File: src/rtl/mem_ctrl_pkg.sv
// Shared definitions for the data-memory control slice.
//   - memory_32 addressing-mode encodings (WORD / HALF / BYTE)
//   - dump FSM state type used by mem_dump_arbiter
package mem_ctrl_pkg;

   localparam logic [1:0] WORD = 2'b00;
   localparam logic [1:0] HALF = 2'b01;
   localparam logic [1:0] BYTE = 2'b11;

   typedef enum logic [2:0] {
      IDLE = 3'd0,
      READ = 3'd1,
      WAIT = 3'd2,
      SEND = 3'd3,
      DONE = 3'd4
   } dump_state_t;

endpackage

File: src/rtl/mem_port_mux.sv
// Combinational selector for the memory_32 port pair.
// When i_dump_own is low the CPU request passes straight through; when high
// the dump FSM owns the read port and all writes are suppressed.
// Ports:
//   i_dump_own                      - dump FSM owns the memory (not IDLE)
//   i_fsm_r_en, i_fsm_r_addr        - dump read request
//   i_cpu_r_*, i_cpu_w_*            - CPU MEM-stage request
//   o_mem_r_*, o_mem_w_*            - memory_32 port drive
module mem_port_mux
   import mem_ctrl_pkg::*;
#(
   parameter int NB_DATA_BUS = 32,
   parameter int NB_ADDRESS  = 6
) (
   input  logic                   i_dump_own,
   input  logic                   i_fsm_r_en,
   input  logic [NB_ADDRESS-1:0]  i_fsm_r_addr,
   input  logic                   i_cpu_r_en,
   input  logic [NB_ADDRESS-1:0]  i_cpu_r_addr,
   input  logic [1:0]             i_cpu_r_addressing,
   input  logic                   i_cpu_w_en,
   input  logic [NB_ADDRESS-1:0]  i_cpu_w_addr,
   input  logic [NB_DATA_BUS-1:0] i_cpu_w_data,
   input  logic [1:0]             i_cpu_w_addressing,
   output logic                   o_mem_r_en,
   output logic [NB_ADDRESS-1:0]  o_mem_r_addr,
   output logic [1:0]             o_mem_r_addressing,
   output logic                   o_mem_w_en,
   output logic [NB_ADDRESS-1:0]  o_mem_w_addr,
   output logic [NB_DATA_BUS-1:0] o_mem_w_data,
   output logic [1:0]             o_mem_w_addressing
);

   always_comb begin
      o_mem_r_en         = i_cpu_r_en;
      o_mem_r_addr       = i_cpu_r_addr;
      o_mem_r_addressing = i_cpu_r_addressing;
      o_mem_w_en         = i_cpu_w_en;
      o_mem_w_addr       = i_cpu_w_addr;
      o_mem_w_data       = i_cpu_w_data;
      o_mem_w_addressing = i_cpu_w_addressing;
      if (i_dump_own) begin
         o_mem_r_en         = i_fsm_r_en;
         o_mem_r_addr       = i_fsm_r_addr;
         o_mem_r_addressing = WORD;
         o_mem_w_en         = 1'b0;
      end
   end

endmodule

File: src/rtl/mem_dump_arbiter.sv
// Arbitrates the memory_32 port pair between the CPU MEM stage and the debug
// dump. On i_dump_start the CPU is stalled, every memory word is read in
// address order and streamed out on a valid/ready interface.
// Optional feature: define MEM_DUMP_CHECKSUM_EN to append one extra beat
// carrying the XOR of all dumped words (o_dump_last then marks that beat).
// Ports:
//   i_clk, i_rst_n                    - clock, async active-low reset
//   i_cpu_r_*, i_cpu_w_*, o_cpu_r_data - CPU memory request / read data
//   o_cpu_stall                       - dump owns the memory
//   i_dump_start, o_dump_busy         - dump request / FSM not idle
//   o_dump_data/valid/last, i_dump_ready - dump stream
//   o_dump_done                       - end-of-dump pulse
//   o_mem_*, i_mem_r_data             - memory_32 ports
//
// state | meaning
// IDLE  | CPU passes through to memory
// READ  | word read issued at {counter, 2'b00}
// WAIT  | read data returning, captured on exit
// SEND  | beat presented, waits for ready
// DONE  | one-cycle completion pulse
module mem_dump_arbiter
   import mem_ctrl_pkg::*;
#(
   parameter int NB_DATA_BUS = 32,
   parameter int NB_ADDRESS  = 6
) (
   input  logic                   i_clk,
   input  logic                   i_rst_n,
   input  logic                   i_cpu_r_en,
   input  logic [NB_ADDRESS-1:0]  i_cpu_r_addr,
   input  logic [1:0]             i_cpu_r_addressing,
   input  logic                   i_cpu_w_en,
   input  logic [NB_ADDRESS-1:0]  i_cpu_w_addr,
   input  logic [NB_DATA_BUS-1:0] i_cpu_w_data,
   input  logic [1:0]             i_cpu_w_addressing,
   output logic [NB_DATA_BUS-1:0] o_cpu_r_data,
   output logic                   o_cpu_stall,
   input  logic                   i_dump_start,
   output logic                   o_dump_busy,
   output logic [NB_DATA_BUS-1:0] o_dump_data,
   output logic                   o_dump_valid,
   input  logic                   i_dump_ready,
   output logic                   o_dump_last,
   output logic                   o_dump_done,
   output logic                   o_mem_r_en,
   output logic [NB_ADDRESS-1:0]  o_mem_r_addr,
   output logic [1:0]             o_mem_r_addressing,
   output logic                   o_mem_w_en,
   output logic [NB_ADDRESS-1:0]  o_mem_w_addr,
   output logic [NB_DATA_BUS-1:0] o_mem_w_data,
   output logic [1:0]             o_mem_w_addressing,
   input  logic [NB_DATA_BUS-1:0] i_mem_r_data
);

   localparam int NB_CNT = NB_ADDRESS - 2;

   dump_state_t            state_q, state_d;
   logic [NB_CNT-1:0]      cnt_q;
   logic [NB_DATA_BUS-1:0] dump_data_q;
   logic                   dump_last_q;
   logic                   stall_q;
   logic                   beat_done;
   logic                   last_word;
   logic                   start_ok;

   assign start_ok  = (state_q == IDLE) && i_dump_start;
   assign beat_done = (state_q == SEND) && i_dump_ready;
   assign last_word = &cnt_q;

`ifdef MEM_DUMP_CHECKSUM_EN
   logic [NB_DATA_BUS-1:0] chk_q;
   logic                   chk_beat_q;
`endif

   always_comb begin
      state_d = state_q;
      case (state_q)
         IDLE: if (i_dump_start) state_d = READ;
         READ: state_d = WAIT;
         WAIT: state_d = SEND;
         SEND: begin
            if (beat_done) begin
`ifdef MEM_DUMP_CHECKSUM_EN
               // last memory word loops back into SEND for the checksum beat
               if (chk_beat_q)     state_d = DONE;
               else if (last_word) state_d = SEND;
               else                state_d = READ;
`else
               if (last_word) state_d = DONE;
               else           state_d = READ;
`endif
            end
         end
         DONE:    state_d = IDLE;
         default: state_d = IDLE;
      endcase
   end

   always_ff @(posedge i_clk or negedge i_rst_n) begin
      if (!i_rst_n) begin
         state_q     <= IDLE;
         cnt_q       <= '0;
         dump_data_q <= '0;
         dump_last_q <= 1'b0;
         stall_q     <= 1'b0;
`ifdef MEM_DUMP_CHECKSUM_EN
         chk_q       <= '0;
         chk_beat_q  <= 1'b0;
`endif
      end else begin
         state_q <= state_d;
         stall_q <= (state_d != IDLE);
         if (start_ok)
            cnt_q <= '0;
         else if (beat_done && !last_word)
            cnt_q <= cnt_q + 1'b1;
         if (state_q == WAIT) begin
            dump_data_q <= i_mem_r_data;
`ifdef MEM_DUMP_CHECKSUM_EN
            dump_last_q <= 1'b0;
`else
            dump_last_q <= last_word;
`endif
         end
`ifdef MEM_DUMP_CHECKSUM_EN
         if (start_ok) begin
            chk_q      <= '0;
            chk_beat_q <= 1'b0;
         end else if (state_q == WAIT) begin
            chk_q <= chk_q ^ i_mem_r_data;
         end else if (beat_done && last_word && !chk_beat_q) begin
            // chk_q already folds in the final word captured in WAIT
            dump_data_q <= chk_q;
            dump_last_q <= 1'b1;
            chk_beat_q  <= 1'b1;
         end
`endif
      end
   end

   assign o_cpu_r_data = i_mem_r_data;
   assign o_cpu_stall  = stall_q;
   assign o_dump_busy  = (state_q != IDLE);
   assign o_dump_data  = dump_data_q;
   assign o_dump_valid = (state_q == SEND);
   assign o_dump_last  = dump_last_q;
   assign o_dump_done  = (state_q == DONE);

   mem_port_mux #(
      .NB_DATA_BUS (NB_DATA_BUS),
      .NB_ADDRESS  (NB_ADDRESS)
   ) u_mux (
      .i_dump_own         (state_q != IDLE),
      .i_fsm_r_en         (state_q == READ),
      .i_fsm_r_addr       ({cnt_q, 2'b00}),
      .i_cpu_r_en         (i_cpu_r_en),
      .i_cpu_r_addr       (i_cpu_r_addr),
      .i_cpu_r_addressing (i_cpu_r_addressing),
      .i_cpu_w_en         (i_cpu_w_en),
      .i_cpu_w_addr       (i_cpu_w_addr),
      .i_cpu_w_data       (i_cpu_w_data),
      .i_cpu_w_addressing (i_cpu_w_addressing),
      .o_mem_r_en         (o_mem_r_en),
      .o_mem_r_addr       (o_mem_r_addr),
      .o_mem_r_addressing (o_mem_r_addressing),
      .o_mem_w_en         (o_mem_w_en),
      .o_mem_w_addr       (o_mem_w_addr),
      .o_mem_w_data       (o_mem_w_data),
      .o_mem_w_addressing (o_mem_w_addressing)
   );

endmodule
File: config.mk
export PLATFORM = sky130hd
export DESIGN_NAME = mem_dump_arbiter
export DESIGN_NICKNAME = d
export VERILOG_FILES = /design/src/rtl/mem_ctrl_pkg.sv /design/src/rtl/mem_port_mux.sv /design/src/rtl/mem_dump_arbiter.sv
export SDC_FILE = /design/constraint.sdc
export NUM_CORES = 1
export LEC_CHECK = 0
export CORE_MARGIN = 8
export CORE_UTILIZATION = 32
export DETAILED_ROUTE_END_ITERATION = 7
export PLACE_DENSITY_LB_ADDON = 0.2
export SLEW_MARGIN = 0
export SYNTH_ARGS = -nofsm -noshare
export SYNTH_HDL_FRONTEND = slang
export SYNTH_SLANG_ARGS = --single-unit
File: constraint.sdc
create_clock -name i_clk -period 1.8 [get_ports i_clk]
set_input_delay 0.36 -clock i_clk [delete_from_list [all_inputs] [get_ports i_clk]]
set_output_delay 0.36 -clock i_clk [all_outputs]
set_load 0.005 [all_outputs]
Word-level counts from Yosys, hierarchy flattened
Cells that the tools add are included.
{"block": "classes", "add_sub_neg": 1, "reduce_logical": 9, "mux": 10, "eq_ne": 4}
{"cell": "case mux 3 bit (4 select lines)", "count": 1}
{"cell": "2-to-1 mux 3 bit", "count": 3}
{"cell": "2-to-1 mux 4 bit", "count": 2}
{"cell": "equality test 3 x 2 -> 1 bit (second input constant)", "count": 2}
{"cell": "2-to-1 mux 6 bit", "count": 1}
{"cell": "nonzero test 3 bit", "count": 2}
{"cell": "adder 4 x 1 -> 4 bit (second input constant)", "count": 1}
{"cell": "AND reduction 4 bit", "count": 1}
{"cell": "equality test 3 x 1 -> 1 bit (second input constant)", "count": 1}
{"cell": "equality test 3 bit (second input constant)", "count": 1}
{"cell": "logical AND 1 bit", "count": 3}
{"cell": "zero test 3 bit", "count": 1}
{"cell": "2-to-1 mux 1 bit", "count": 2}
{"cell": "2-to-1 mux 2 bit", "count": 1}
{"cell": "nonzero test 2 bit", "count": 1}
{"cell": "zero test 1 bit", "count": 1}
{"block": "totals", "input_bits": 86, "elab_cells": 29, "regBits": 41, "output_inout_bits": 119}

Logic depth before layout (Yosys ltp)
Gate-level depths: netlist of the first run.
{"block": "logic_depth", "word_depth": 5, "ltp_mapped": 4}

Cells and area by module
Synthesis of the first run repeated with hierarchy kept, for this count alone.
{"block": "hier_totals", "hier_cells": 197, "area_unflattened_um2": 2356.0}
{"module": "mem_dump_arbiter", "cells_per_inst": 146, "seq_area_each_um2": 1026.0, "instances": 1, "area_each_um2": 1913.1}
{"module": "mem_port_mux", "cells_per_inst": 51, "seq_area_each_um2": 0.0, "instances": 1, "area_each_um2": 442.9}

Worst setup path before layout of the first run
Ideal clock, no wire load.
{"block": "synth_path", "path_type": "register -> output", "start": "reg state_q[0]", "end": "out o_mem_r_addr[2]", "stages_incl_launch_ff": 5, "arrival_time_ns": 1.277, "n_path_buf": 2, "path_slack_ns": 0.163, "required_ns": 1.440, "path_cell_list": "dfrtp_1 buf_6 nor3_1 buf_2 mux2_2"}
{"block": "synth_between", "elab_chain_len": 2}
{"item": "start, declared", "line": "mem_dump_arbiter.sv:57", "source": "dump_state_t state_q, state_d;"}
{"item": "start signal, assigned", "line": "mem_dump_arbiter.sv:111", "source": "state_q <= state_d;"}
{"item": "nonzero test 3 bit", "line": "mem_dump_arbiter.sv:153", "source": ".i_dump_own (state_q != IDLE),"}
{"item": "2-to-1 mux 6 bit", "line": "mem_port_mux.sv:42", "source": "if (i_dump_own) begin"}
{"item": "end, declared", "line": "mem_dump_arbiter.sv:46", "source": "output logic [NB_ADDRESS-1:0] o_mem_r_addr,"}
Every way passes these cells.

Final worst setup path of the first run
{"block": "layout_path", "start": "reg state_q[0]", "end": "out o_mem_r_addr[4]"}
The elaborated chain is that of the path after synthesis.

==> impl_metrics.csv, run 1 <==
group,metric,value,unit
critical_path,crit_path_start_kind,"flop",
sta,finalSetupViolCount,7,
cts,cts_sinks,41,
power_and_ir_drop,pwr-share-clk,0.147,
route,wl_per_cell,15.4,um
synthesis,syn_avg_cell_area,11.7,sq um
power_and_ir_drop,seq_power_share,0.331,
cells_and_area,nNetsFinal,354,
sta,relSlewSlack,0.687,
place,gp_congestion,0.680,
cells_and_area,mostFrequentLayoutCell,"clkdlybuf4s50_1",
floorplanning,initial_core_util,0.325,
synthesis,synthesis.nets,285,
synthesis,synth_seq_cells,41,
sta,finalHoldViolCount,0,
power_and_ir_drop,p_leak,1.40,nW
route,drt_iter0_markers,38,
global_routing,grt_pass1_wl,8.51,mm
route,drtAntennaViolNets,0,
power_and_ir_drop,p_switching,1.37,mW
synthesis,ys_warn_count,0,
sta,drv_slew,0,
global_routing,grt_max_degree,31,
synthesis,syn-instance-count,198,
sta,fin_ws,-157,ps
synthesis,syn_area,0.00232,sq mm
cells_and_area,fillers,681,
critical_path,crit_arrival,1600,ps
floorplanning,dieHeight,101,um
floorplanning,coreArea,0.00714,sq mm
sta,finalCritPeriodShare,1.09,
critical_path,required,1440,ps
floorplanning,die_x,101,um
sta,fin_crit,1960,ps
power_and_ir_drop,power,4.82,mW
sta,max_freq,0.511,GHz
job,maxCapViolCount,0,
cts,path_clk_slew,80,ps
sta,fin_hold_ws,18.0,ps
critical_path,end_kind,"output port",
power_and_ir_drop,p_per_area,1440,mW/mm^2
sta,rsz0062_at_grt,"true",
cells_and_area,area_growth,44.0,%
cells_and_area,antenna_cells,0,
cts,cts-root-buf,"clkbuf_8",
critical_path,reg2reg_depth,5,
cells_and_area,fin_cells,366,
route,dr.pass1.iters,4,
floorplanning,fp.dieArea,0.0102,sq mm
power_and_ir_drop,power_frac_comb,0.523,
place,placedCellCount,350,
route,dr_total_vias,1579,
sta,worst_slew_pin_slew,470,ps
power_and_ir_drop,swShare,0.285,
critical_path,rr_endpoint,"o_dump_data[0]",
place,port_buffers,124,
run_status,violations,"negative setup slack",
critical_path,critPathKind,"flop to output port",
route,drcViolationCount,0,
global_routing,gr-total-overflow,0,
cts,cts_hold_buf,0,
cts,htree_levels,2,
cts,numCtsBuffers,5,
global_routing,grt_antenna_before_repair,0,
critical_path,timing.rr.start,"state_q[0]",
synthesis,ys_seq_area_frac,0.442,
route,totalWireLength,5.65,mm
run_status,status,"finished with violations",
route,vias_per_cell,4.31,
global_routing,grt_pass1_vias,1591,
sta,fin_skew,5.72,ps
place,place_area,0.00316,sq mm
cells_and_area,mostFrequentLayoutCells,"clkdlybuf4s50_1, dfrtp_1, mux2_2",
cts,clock_latency,280,ps
critical_path,reg2reg_slack,130,ps
cts,cts_tree,"yes",
global_routing,track_usage,0.105,
place,dp_hpwl,4.32,mm
worst_hold_path,worstHoldPathType,"input pin to asynchronous set/reset pin",
floorplanning,ios,205,
floorplanning,num_rows,31,
cells_and_area,design_area,0.00334,sq mm
synthesis,synth.distinct_cells,24,
power_and_ir_drop,p_int,3.44,mW
power_and_ir_drop,peakVddDrop,554,uV
critical_path,cp_max_fo,5,
cts,clock_path_buffers,2,
cells_and_area,drive_gt1_frac,0.273,
-- worst max-delay path, stage by stage (launching register included) --
cell and delay (ps):
dfrtp_1 390, nor3_2 220, buf_4 190, buf_6 110
mux2_4 290, buf_6 110
-- metal layers --
layer	GRT usage	routed length, um	part of all wire	vias up
met3	0.0536	658	0.12	21
met4	0.0367	72	0.013	0
met2	0.163	2640	0.47	82
met1	0.120	2280	0.40	745
li1	-	-	-	731
met5	0	0	0	-
-- sequential cells by signal, indices dropped and copies added, names as in the netlist --
register and count:
o_cpu_stall 1, cnt_q 4, o_dump_last 1, o_dump_data 32
state_q 3
-- cell type report --
cell class / count / area (sq um) / area share
Timing Repair Buffer: 141 / 1380 / 0.412
Sequential cell: 41 / 1030 / 0.307
Multi-Input combinational cell: 76 / 706 / 0.211
Tap cell: 99 / 124 / 0.0371
Clock buffer: 5 / 68.8 / 0.0206
Clock inverter: 2 / 35.0 / 0.0105
Inverter: 2 / 7.51 / 0.00225
-- power by group through the flow --
stage | combinational (mW) | clock (mW) | sequential [mW]
finish | 2.52 | 0.706 | 1.59
global route | 2.71 | 0.783 | 1.67
CTS | 2.46 | 0.750 | 1.60
detailed placement | 2.42 | 0 | 1.61
global placement | 2.41 | 0 | 1.59
floorplan | 1.14 | 0 | 1.64
-- cells in the mapped netlist (all sizes together) --
master | count | area share
mux2 | 37 | 0.18
buf | 79 | 0.26
dfrtp | 41 | 0.44
or3 | 2 | 0.0054
a31oi | 1 | 0.0027
inv | 2 | 0.0032
nor3b | 2 | 0.011
ha | 1 | 0.0054
nor2 | 4 | 0.0065
and3 | 1 | 0.0027
and4b | 2 | 0.0086
nand3 | 3 | 0.0065
nor3 | 4 | 0.0086
o21bai | 2 | 0.0065
nand2 | 1 | 0.0016
and2 | 6 | 0.016
o31ai | 1 | 0.0032
a21oi | 5 | 0.011
nand4b | 1 | 0.010
o21ai | 3 | 0.0065
-- cells by family (layout without fill, tap and decap cells) --
logic type / after synthesis / count (layout) / share of synthesized area
flops: 41 / 41 / 0.442
compound gates: 12 / 12 / 0.0296
mux: 37 / 37 / 0.180
fa+ha+maj: 1 / 1 / 0.00539
buf+inv: 81 / 150 / 0.266
simple gates: 26 / 26 / 0.0776
-- per-stage QoR --
stage / setup TNS (ps) / setup WS, ps / util
3_3_place_gp: -459 / -92.3 / 0.442
3_5_place_dp: -486 / -94.5 / 0.442
5_1_grt: -1320 / -229 / 0.468
2_1_floorplan: 0 / 163 / -
6_report: -795 / -157 / 0.468
4_1_cts: -652 / -196 / 0.462
-- worst max-delay path by stage --
stage / from / end / slack, ps / cells after the start
after global routing: state_q[0] / o_mem_r_addr[3] / -230 / 5
after CTS: state_q[2] / o_mem_r_addr[2] / -200 / 5
final: state_q[0] / o_mem_r_addr[4] / -160 / 5
after detailed placement: i_cpu_r_en / o_mem_r_en / -90 / 4
after floorplan: state_q[0] / o_mem_r_addr[2] / 160 / 4
after global placement: state_q[0] / o_mem_r_addr[2] / -90 / 4
-- what timing repair did --
| action | in CTS | in global routing |
|---|---|---|
| pin swaps | 1 | 1 |
| gates resized for setup | 46 | 15 |
| endpoints found under the setup margin | 13 | 11 |
| buffers inserted | 6 | 3 |
| gates cloned | 1 | 0 |
Power figures use the tool's default switching activity.
==> run 2: changes to the inputs <==
CORE_UTILIZATION = 34   (was 32)
clock period = 2.45 ns   (was 1.8 ns; I/O delays follow)
==> impl_metrics.csv, run 2 (synthesis results as in run 1) <==
group,metric,value,unit
global_routing,grt_pass1_vias,1655,
power_and_ir_drop,p_leak,1.32,nW
sta,fin_skew,2.42,ps
floorplanning,coreArea,0.00672,sq mm
job,maxCapViolCount,0,
cts,numCtsBuffers,5,
sta,finalSetupViolCount,0,
floorplanning,die_x,98.6,um
sta,finalCritPeriodShare,0.967,
critical_path,crit_arrival,1880,ps
route,drcViolationCount,0,
power_and_ir_drop,peakVddDrop,435,uV
cells_and_area,antenna_cells,0,
cts,cts-root-buf,"clkbuf_8",
cells_and_area,design_area,0.00326,sq mm
critical_path,critPathKind,"flop to output port",
critical_path,cp_max_fo,5,
sta,finalHoldViolCount,0,
power_and_ir_drop,power,3.48,mW
global_routing,grt_pass1_wl,8.96,mm
floorplanning,fp.dieArea,0.00973,sq mm
route,wl_per_cell,16.2,um
global_routing,track_usage,0.113,
critical_path,worst_path_max_delay_cell,"clkdlybuf4s50_1",
critical_path,path_cells,"nor3_4 > buf_4 > mux2_2 > clkdlybuf4s50_1",
cts,path_clk_slew,80,ps
sta,fin_crit,2370,ps
place,gp_congestion,0.704,
route,vias_per_cell,4.55,
run_status,status,"completed",
sta,drv_slew,0,
worst_hold_path,worstHoldPathType,"input pin to asynchronous set/reset pin",
power_and_ir_drop,p_per_area,1070,mW/mm^2
route,dr_total_vias,1551,
cells_and_area,mostFrequentLayoutCell,"clkdlybuf4s50_1",
critical_path,startpoint,"state_q[2]",
critical_path,crit_path_start_kind,"flop",
global_routing,grt_max_degree,29,
floorplanning,ios,205,
critical_path,end_kind,"output port",
cts,cts_tree,"yes",
cts,cts_sinks,41,
cells_and_area,mostFrequentLayoutCells,"clkdlybuf4s50_1, dfrtp_1, mux2_2",
route,totalWireLength,5.52,mm
cells_and_area,drive_gt1_frac,0.203,
cells_and_area,fillers,628,
critical_path,required,1960,ps
floorplanning,initial_core_util,0.345,
sta,relSlewSlack,0.702,
cells_and_area,largest_reg_flops,32,
critical_path,critical_path.max_stage_delay,450,ps
cts,clock_latency,280,ps
sta,fin_hold_ws,122,ps
cts,htree_levels,2,
place,dp_hpwl,4.53,mm
place,place_area,0.00312,sq mm
sta,max_freq,0.422,GHz
critical_path,timing.rr.start,"state_q[1]",
global_routing,gr-total-overflow,0,
sta,worst_slew_pin_slew,447,ps
place,port_buffers,124,
route,drtAntennaViolNets,0,
cells_and_area,nNetsFinal,347,
floorplanning,dieHeight,98.6,um
global_routing,grt_antenna_before_repair,0,
floorplanning,num_rows,30,
route,dr.pass1.iters,3,
route,drt_iter0_markers,13,
cts,clock_path_buffers,2,
cells_and_area,area_growth,40.6,%
-- run 2: layout make-up --
class                      count  area [sq um]  share of cell area
timing repair buffer         134          1320               0.406
sequential                    41          1030               0.314
multi-input combinational     76           689               0.211
tap                           80           100              0.0307
clock buffer                   7          86.3              0.0265
clock inverter                 1          30.0             0.00920
inverter                       2          7.51             0.00230
-- run 2: path summary, 6_finish.rpt --
check / to / slack, ps / depth (start not counted)
setup / recovery: o_mem_r_addr[3] / 80 / 4
hold / removal: o_dump_data[3] / 120 / 1
setup reg to reg: o_dump_data[12] / 680 / 4
hold reg to reg: o_dump_data[4] / 490 / 1
max in group asynchronous: o_dump_data[30] / 1790 / 2
min in group i_clk: o_dump_data[4] / 490 / 1
-- run 2: per-layer routing --
layer  share of wire  wire length (um)  vias up  track usage
li1                -                 -      725            -
met1            0.40              2200      703        0.122
met2            0.45              2480      107        0.183
met3            0.14               751       16       0.0648
met4           0.017                93        0       0.0366
met5               0                 0        -            0
-- run 2: per-stage QoR --
stage / instances / setup slack [ps] / util / TNS (ps)
after floorplan: 198 / 683 / - / 0
after global placement: 331 / 220 / 0.464 / 0
after detailed placement: 331 / 168 / 0.464 / 0
after CTS: 339 / 20.3 / 0.483 / 0
after global routing: 341 / -3.14 / 0.486 / -3.14
final: 341 / 81.9 / 0.486 / 0
-- run 2: critical path, delay by kind of cell (launching register included) --
kind                   cells  cell delay, ps
AND/OR/NAND/NOR            1             230
flip-flops                 1             410
multiplexers               1             330
buffers and inverters      2             620
-- run 2: timing repair --
item / 4_1_cts / 5_1_grt
pin swaps: 0 / 1
setup buffers: 0 / 2
hold buffers: 0 / 0
resized for setup: 2 / 0
hold endpoints to repair: 0 / 0
setup endpoints to repair: 5 / 5
-- run 2: report_power, final --
| group | internal, mW | leakage, nW | switching (mW) |
|---|---|---|---|
| combinational | 1.17 | 0.780 | 0.574 |
| clock | 0.332 | 0.0585 | 0.226 |
| sequential | 1.00 | 0.485 | 0.172 |
==> run 3: changes to the inputs <==
--- a/constraint.sdc
+++ b/constraint.sdc
@@ -3,2 +3,2 @@
 set_output_delay 0.49 -clock i_clk [all_outputs]
-set_load 0.005 [all_outputs]
+set_load 0.01 [all_outputs]
==> impl_metrics.csv, run 3 (synthesis results as in run 1) <==
group,metric,value,unit
global_routing,grt_max_degree,29,
cts,htree_levels,2,
place,dp_hpwl,4.46,mm
place,gp_congestion,0.692,
critical_path,required,1960,ps
critical_path,critPathKind,"flop to output port",
sta,drv_slew,0,
power_and_ir_drop,p_per_area,1110,mW/mm^2
global_routing,grt_antenna_before_repair,0,
place,place_area,0.00312,sq mm
route,drt_iter0_markers,10,
floorplanning,dieHeight,98.6,um
global_routing,grt_pass1_wl,8.44,mm
critical_path,path_cells,"nor3_4 > buf_4 > mux2_2 > clkdlybuf4s50_1",
worst_hold_path,worstHoldPathType,"input pin to asynchronous set/reset pin",
cells_and_area,nNetsFinal,348,
sta,fin_crit,2340,ps
route,totalWireLength,5.49,mm
sta,rsz0062_at_grt,"false",
job,maxCapViolCount,0,
cells_and_area,utilization,0.488,
sta,fin_skew,2.05,ps
run_status,status,"completed",
critical_path,timing.rr.start,"state_q[1]",
floorplanning,coreArea,0.00672,sq mm
cells_and_area,antenna_cells,0,
cts,cts_sinks,41,
critical_path,reg2reg_slack,680,ps
cells_and_area,drive_gt1_frac,0.206,
critical_path,worst_path_max_delay_cell,"clkdlybuf4s50_1",
floorplanning,ios,205,
power_and_ir_drop,p_leak,1.35,nW
sta,finalHoldViolCount,0,
route,wl_per_cell,16.0,um
critical_path,reg2reg_depth,4,
cts,clock_latency,290,ps
floorplanning,initial_core_util,0.345,
cts,cts-root-buf,"clkbuf_8",
power_and_ir_drop,peakVddDrop,420,uV
sta,finalCritPeriodShare,0.953,
route,dr_total_vias,1549,
critical_path,crit_arrival,1850,ps
place,post-place-ws,287,ps
cells_and_area,largest_reg_flops,32,
place,port_buffers,124,
global_routing,gr-total-overflow,0,
route,drtAntennaViolNets,0,
cts,path_clk_slew,80,ps
critical_path,cp_max_fo,3,
critical_path,rr_endpoint,"o_dump_data[26]",
sta,max_freq,0.428,GHz
sta,relSlewSlack,0.709,
cells_and_area,mostFrequentLayoutCell,"clkdlybuf4s50_1",
floorplanning,fp.dieArea,0.00973,sq mm
route,vias_per_cell,4.53,
floorplanning,num_rows,30,
sta,finalSetupViolCount,0,
cts,numCtsBuffers,5,
critical_path,startpoint,"state_q[2]",
route,drcViolationCount,0,
floorplanning,die_x,98.6,um
critical_path,critical_path.max_stage_delay,480,ps
sta,worst_slew_pin_slew,436,ps
route,dr.pass1.iters,4,
cells_and_area,area_growth,41.3,%
global_routing,track_usage,0.107,
cts,cts_hold_buf,0,
global_routing,grt_pass1_vias,1563,
place,placedCellCount,331,
cells_and_area,mostFrequentLayoutCells,"clkdlybuf4s50_1, dfrtp_1, mux2_2",
cells_and_area,fin_cells,342,
sta,fin_ws,114,ps
cts,cts_tree,"yes",
critical_path,end_kind,"output port",
cells_and_area,design_area,0.00328,sq mm
cells_and_area,fillers,630,
critical_path,crit_path_start_kind,"flop",
sta,fin_tns_setup,0,ps
cts,clock_path_buffers,2,
## run 3: worst max-delay path, delay by kind of cell, from the launching register on
kind	cells	cell delay (ps)
simple gates	1	220
mux	1	310
buf+inv	2	620
flops	1	410
## run 3: routing by layer
layer | track usage | routed length (um) | part of all wire | up-vias
met5 | 0 | 0 | 0 | -
met4 | 0.0331 | 89 | 0.016 | 0
met3 | 0.0719 | 791 | 0.14 | 16
met2 | 0.159 | 2420 | 0.44 | 106
met1 | 0.121 | 2190 | 0.40 | 701
li1 | - | - | - | 726
## run 3: per-stage QoR
step	hold slack, ps	power (mW)
floorplan	194	2.21
global placement	441	3.07
detailed placement	440	3.10
CTS	122	3.68
global route	136	3.87
finish	122	3.63
## run 3: area by class of cell
| class | instances | area, sq um | area share |
|---|---|---|---|
| repair buffers | 135 | 1340 | 0.409 |
| well taps | 80 | 100 | 0.0305 |
| clock buffers | 7 | 86.3 | 0.0263 |
| clock inverters | 1 | 30.0 | 0.00916 |
| inverters | 2 | 7.51 | 0.00229 |
| flip-flops and latches | 41 | 1030 | 0.313 |
| multi-input cells | 76 | 689 | 0.210 |
## run 3: what timing repair did
action	CTS	global route
pin swaps	0	1
buffers inserted	0	2
resized for setup	1	3
endpoints found under the setup margin	1	2
gates cloned	0	1
## run 3: report_power, final
| group | leakage [nW] | internal [mW] | total (mW) | switching, mW |
|---|---|---|---|---|
| Combinational | 0.808 | 1.18 | 1.90 | 0.721 |
| Sequential | 0.485 | 1.00 | 1.17 | 0.168 |
| Clock | 0.0585 | 0.332 | 0.558 | 0.226 |
## run 3: how the worst max path moves through the flow
stage                       to  slack, ps  cells past startpoint
3_3_place_gp        o_mem_r_en        300                      4
5_1_grt        o_mem_r_addr[1]          8                      4
2_1_floorplan  o_mem_r_addr[2]        660                      4
6_report       o_mem_r_addr[5]        110                      4
3_5_place_dp        o_mem_r_en        290                      4
4_1_cts        o_mem_r_addr[3]         40                      4
